--- config.mk ---
export PLATFORM = sky130hd
export DESIGN_NAME = distributor
export DESIGN_NICKNAME = d
export VERILOG_FILES = /design/src/rtl/distributor.sv
export SDC_FILE = /design/constraint.sdc
export NUM_CORES = 1
export LEC_CHECK = 0
export ABC_AREA = 0
export BUFFER_PORTS_ARGS = -buffer_cell sky130_fd_sc_hd__buf_2
export CAP_MARGIN = 20
export CORE_MARGIN = 2
export CORE_UTILIZATION = 40
export CTS_CLUSTER_SIZE = 20
export DETAILED_ROUTE_END_ITERATION = 7
export PLACE_DENSITY = 0.65
export SETUP_SLACK_MARGIN = 0.2
export SLEW_MARGIN = 20
export SYNTH_ARGS = -nofsm -noshare
export SYNTH_HDL_FRONTEND = slang
export SYNTH_SLANG_ARGS = --single-unit
export TNS_END_PERCENT = 100
--- constraint.sdc ---
create_clock -name clk -period 1.6 [get_ports clk]
set_input_delay 0.16 -clock clk [delete_from_list [all_inputs] [get_ports clk]]
set_output_delay 0.16 -clock clk [all_outputs]
set_load 0.01 [all_outputs]
--- src/rtl/distributor.sv ---
`default_nettype none
// ============================================================================
// Module   : distributor
// Purpose  : Registered 1-to-OUT stream demultiplexer. One input word is sent
//            to one lane (binary index select) or to several lanes (bitmap
//            multicast select). Each lane has a one-entry output slot with a
//            valid/ready handshake. A word whose target set is empty is
//            accepted and discarded, and drop pulses for one cycle.
// Ports    : clk        - clock, all state changes on the rising edge
//            reset_     - asynchronous active-low reset
//            in_valid   - input word present
//            in_ready   - input word accepted when in_valid && in_ready
//            in_sel     - lane index (binary) or lane bitmap (multicast)
//            in_data    - payload
//            out_valid  - per-lane slot occupied
//            out_ready  - per-lane consumer ready
//            out_data   - lane i is out_data[DATA*i +: DATA]
//            drop       - registered pulse, accepted word had no destination
//            drop_cnt   - saturating drop counter (DISTRIBUTOR_DROP_CNT_EN only)
// Options  : define DISTRIBUTOR_DROP_CNT_EN to add the drop_cnt port.
// Revision : 1.0 - initial release
// ============================================================================
module distributor #(
   parameter int DATA      = 32,
   parameter int OUT       = 4,
   parameter bit BIT_MAP   = 1'b0,   // 1: bitmap multicast, 0: binary index
   parameter bit ACT       = 1'b1,   // active level of in_sel bits (bitmap)
   parameter int SEL_WIDTH = BIT_MAP ? OUT : $clog2(OUT)
) (
   input  logic                  clk,
   input  logic                  reset_,
   input  logic                  in_valid,
   output logic                  in_ready,
   input  logic [SEL_WIDTH-1:0]  in_sel,
   input  logic [DATA-1:0]       in_data,
   output logic [OUT-1:0]        out_valid,
   input  logic [OUT-1:0]        out_ready,
   output logic [DATA*OUT-1:0]   out_data,
   output logic                  drop
`ifdef DISTRIBUTOR_DROP_CNT_EN
   ,
   output logic [15:0]           drop_cnt
`endif
);

   logic [OUT-1:0] tgt;     // lanes addressed by in_sel
   logic [OUT-1:0] done;    // lanes already written for the current word
   logic [OUT-1:0] need;    // lanes still to be written
   logic [OUT-1:0] free;    // lanes able to take a word this cycle
   logic [OUT-1:0] load;    // lanes written at the coming edge
   logic           accept;

   // Target decode. In binary mode an out-of-range index matches no lane,
   // which makes the word a drop.
   generate
      if (BIT_MAP) begin : g_bitmap
         for (genvar i = 0; i < OUT; i++) begin : g_lane
            assign tgt[i] = (in_sel[i] == ACT);
         end
      end else begin : g_binary
         for (genvar i = 0; i < OUT; i++) begin : g_lane
            assign tgt[i] = (in_sel == SEL_WIDTH'(i));
         end
      end
   endgenerate

   // A slot that is draining this cycle counts as free, giving one word per
   // cycle per lane when the consumer keeps out_ready high.
   assign free     = ~out_valid | out_ready;
   assign need     = tgt & ~done;
   assign load     = in_valid ? (need & free) : '0;
   assign in_ready = in_valid ? ((need & ~free) == '0) : 1'b1;
   assign accept   = in_valid && in_ready;

   always_ff @(posedge clk or negedge reset_) begin
      if (!reset_) begin
         out_valid <= '0;
         out_data  <= '0;
         drop      <= 1'b0;
         done      <= '0;
      end else begin
         for (int i = 0; i < OUT; i++) begin
            if (load[i]) begin
               out_valid[i]               <= 1'b1;
               out_data[DATA*i +: DATA]   <= in_data;
            end else if (out_ready[i]) begin
               // Data is left in place; only the valid flag clears.
               out_valid[i] <= 1'b0;
            end
         end
         drop <= accept && (tgt == '0);
         // Partial multicast progress is remembered until the word is
         // accepted, so already-written lanes are not written twice.
         if (accept) begin
            done <= '0;
         end else if (in_valid) begin
            done <= done | load;
         end
      end
   end

`ifdef DISTRIBUTOR_DROP_CNT_EN
   always_ff @(posedge clk or negedge reset_) begin
      if (!reset_) begin
         drop_cnt <= 16'h0000;
      end else if (drop && (drop_cnt != 16'hFFFF)) begin
         drop_cnt <= drop_cnt + 16'h0001;
      end
   end
`endif

endmodule
`default_nettype wire

==> results by group <==
Status
  – Outcome: finished, violations left
  – Failing checks: setup timing

Final layout
  – Relative area change from synthesis to final layout: 45.0%
  – Most frequent cells in the layout: 173 x sky130_fd_sc_hd__buf_2, 137 x sky130_fd_sc_hd__dfrtp_1, 94 x sky130_fd_sc_hd__mux2_4
  – Count of inserted antenna diode cells: 0
  – Final #Nets: 580
  – Most common library cell in the layout ignoring fill and taps: sky130_fd_sc_hd__buf_2
  – Share of the core filled with cells in the final layout: 58.9%
  – Share of cells above drive strength 1: 68.9%

STA
  – Endpoints failing setup: 33
  – Setup repair after global routing missed its margin: yes
  – Final worst path period need: 1670 ps
  – Max-slew violation count: 0
  – Max Clock Freq: 598 MHz
  – Final Worst Setup Slack: -72.5 ps
  – Count of endpoints failing hold in the final timing report: 0
  – Post-route fraction of the period consumed by the critical path: 105%
  – Worst Clk Skew: 10.7 ps

Pwr
  – Leak Pwr: 3.98 nW
  – Areal power density over the cells: 1490 mW/mm^2
  – Total chip power: 11.6 mW
  – Worst ir drop on vdd: 0.678 mV

Yosys
  – Cells taking the most area after synthesis: sky130_fd_sc_hd__dfrtp_1 64%, sky130_fd_sc_hd__mux2_2 21%, sky130_fd_sc_hd__mux2_4 8.4%, sky130_fd_sc_hd__buf_12 1.1%, sky130_fd_sc_hd__buf_2 0.93%
  – Post-synthesis instance area: 0.00536 sq mm
  – Synthesized instance count: 318
  – Number of flip-flops and latches in the synthesized netlist: 137
  – Register area share after synthesis: 64.0%
  – Post-synth ARST share: 100%
  – Synthesized Nets: 359
  – Number of library cell types mapped by synthesis: 30
  – Share of Yosys cell area claimed by the top area cell type: 64.0%
  – Yosys Warn Count: 0
  – Primary flip-flop cell chosen by synthesis mapping: sky130_fd_sc_hd__dfrtp_1
  – Number of synthesized flops with an enable pin: 0
  – Library cell occupying the most area in the post-synthesis netlist: sky130_fd_sc_hd__dfrtp_1
  – Post-Synthesis Mean Instance Area: 16.9 sq um

Floorplanning
  – Y dimension of the die: 120 um
  – Horizontal extent of the die: 120 um
  – Top Ports: 175
  – Total Die Area: 0.0143 sq mm
  – Starting utilization of the core area: 40.6%
  – Rows: 42
  – Core box area: 0.0132 sq mm

Critical path
  – Launching element type of the critical path: register
  – Crit path kind: register to register
  – Highest fanout seen on the critical path: 8
  – CP Data Required Time: 1890 ps
  – Depth of the worst register-to-register path: 4
  – Arrival @ worst endpoint: 1960 ps
  – Kind of end point of the critical path: register

Detailed routing
  – Average routed wire per standard cell: 18.4 um
  – Ratio of routed vias to standard cells: 4.85
  – First-pass iteration count of the detailed router: 4
  – # DRC: 0
  – Wirelength, routed: 13,400 um
  – Number of vias after detailed routing: 3,518
  – Detail Route Antenna Nets: 0
  – Count of routing violations after the opening detailed-route iteration: 168

Run
  – MaxCap Viol Count: 0

Placement
  – Post-detailed-placement half-perimeter wirelength: 8470 um
  – Worst slack at placement: -166 ps
  – Final weighted congestion of routability-driven global placement: 0.795
  – Number of buffer cells added on primary ports: 174

Global routing
  – GR Util All Layers: 19.2%
  – Global-route wire length before repair: 20,800 um
  – Antenna violations before repair: 0
  – Largest net degree at the start of global routing: 45
  – Total grt overflow: 0
  – Via count of the first global-routing pass: 3,737

Clocking
  – Maximum level of the CTS H-tree: 4
  – Skew-Pair Late Insertion Delay: 410 ps
  – Buffer cell driving the clock tree root: sky130_fd_sc_hd__clkbuf_16
  – Maximum count of clock buffers along a single path: 2
  – Clock-pin transition on the worst setup and hold timing paths: 60 ps
  – Number of sinks on the clock net: 137
  – TritonCTS clock tree: done
  – Number of buffers inserted during clock tree synthesis: 17

Hold path
  – Hold Crit Class: input pin to register
  – Worst Hold Path Cells: 2
==> power by group <==
group / internal, mW / total (mW) / switching, mW
clock: 2.39 / 3.77 / 1.38
sequential: 4.32 / 4.80 / 0.484
combinational: 1.73 / 3.01 / 1.28
==> repair_timing <==
| item | in CTS | in global routing |
|---|---|---|
| cloned | 4 | 3 |
| gates resized for setup | 61 | 0 |
| buffers inserted | 13 | 1 |
| hold buffers | 1 | 0 |
| setup endpoints to repair | 96 | 129 |
| hold endpoints to repair | 40 | 0 |
| pin swaps | 4 | 0 |
==> sequential cells by signal (all words and copies together) (netlist names) <==
| register | flops |
|---|---|
| done | 4 |
| out_data | 128 |
| out_valid | 4 |
| drop | 1 |
==> critical path, stage by stage (launching register included) <==
cell and delay (ps):
sky130_fd_sc_hd__dfrtp_1 370, sky130_fd_sc_hd__nand2b_1 80, sky130_fd_sc_hd__or4b_4 570, sky130_fd_sc_hd__clkbuf_16 230
sky130_fd_sc_hd__mux2_4 300
==> synth_stat cells (2+ instances only) <==
| library cell | n |
|---|---|
| sky130_fd_sc_hd__nor3_1 | 4 |
| sky130_fd_sc_hd__buf_12 | 3 |
| sky130_fd_sc_hd__nand3_1 | 4 |
| sky130_fd_sc_hd__buf_2 | 10 |
| sky130_fd_sc_hd__nand2_1 | 2 |
| sky130_fd_sc_hd__nand2b_1 | 4 |
| sky130_fd_sc_hd__mux2_2 | 98 |
| sky130_fd_sc_hd__dfrtp_1 | 137 |
| sky130_fd_sc_hd__a31oi_1 | 2 |
| sky130_fd_sc_hd__nor2b_1 | 4 |
| sky130_fd_sc_hd__a41oi_1 | 2 |
| sky130_fd_sc_hd__mux2_4 | 30 |
==> metal layers <==
| layer | routed length (um) | GRT usage, % |
|---|---|---|
| met1 | 5790 | 24.2 |
| met2 | 6660 | 31.3 |
| met3 | 700 | 5.04 |
| met4 | 232 | 8.09 |
| met5 | 0 | 0 |
==> layout make-up <==
class | instances | area, sq um
Inverter | 1 | 3.75
Clock inverter | 8 | 96.3
Tap cell | 176 | 220
Timing Repair Buffer | 217 | 1470
Fill cell | 1053 | 5420
Clock buffer | 22 | 474
Multi-Input combinational cell | 165 | 2080
Sequential cell | 137 | 3430
==> cells by family after synthesis <==
logic type             Yosys count  share of synthesized area, %
AO/OA/AOI/OAI                    9                          1.28
buffers and inverters           16                          2.47
flip-flops                     137                          64.0
multiplexers                   128                          29.0
other                            1                        0.0700
AND/OR/NAND/NOR                 27                          3.22
==> path summary, 6_finish.rpt <==
kind | end | slack [ps] | start
worst max-delay path | out_data[86] | -70 | out_valid[2]
worst min-delay path | out_data[4] | 30 | in_data[4]
worst max register to register | out_data[86] | -70 | out_valid[2]
worst min register to register | out_data[56] | 500 | out_data[56]
max in group asynchronous | out_data[61] | 800 | reset_
min in group asynchronous | drop | 250 | reset_
==> metrics by stage <==
step / TNS, ps / hold WS, ps / cell area (sq um) / instances
global route: -3840 / 13.8 / 7770 / 726
CTS: -838 / 11.0 / 7690 / 722
finish: -1740 / 32.5 / 7770 / 726
floorplan: -1750 / -136 / 5470 / 318
detailed placement: -5000 / 126 / 6680 / 674
global placement: -4970 / 120 / 6680 / 674
Power figures use the tool's default switching activity.
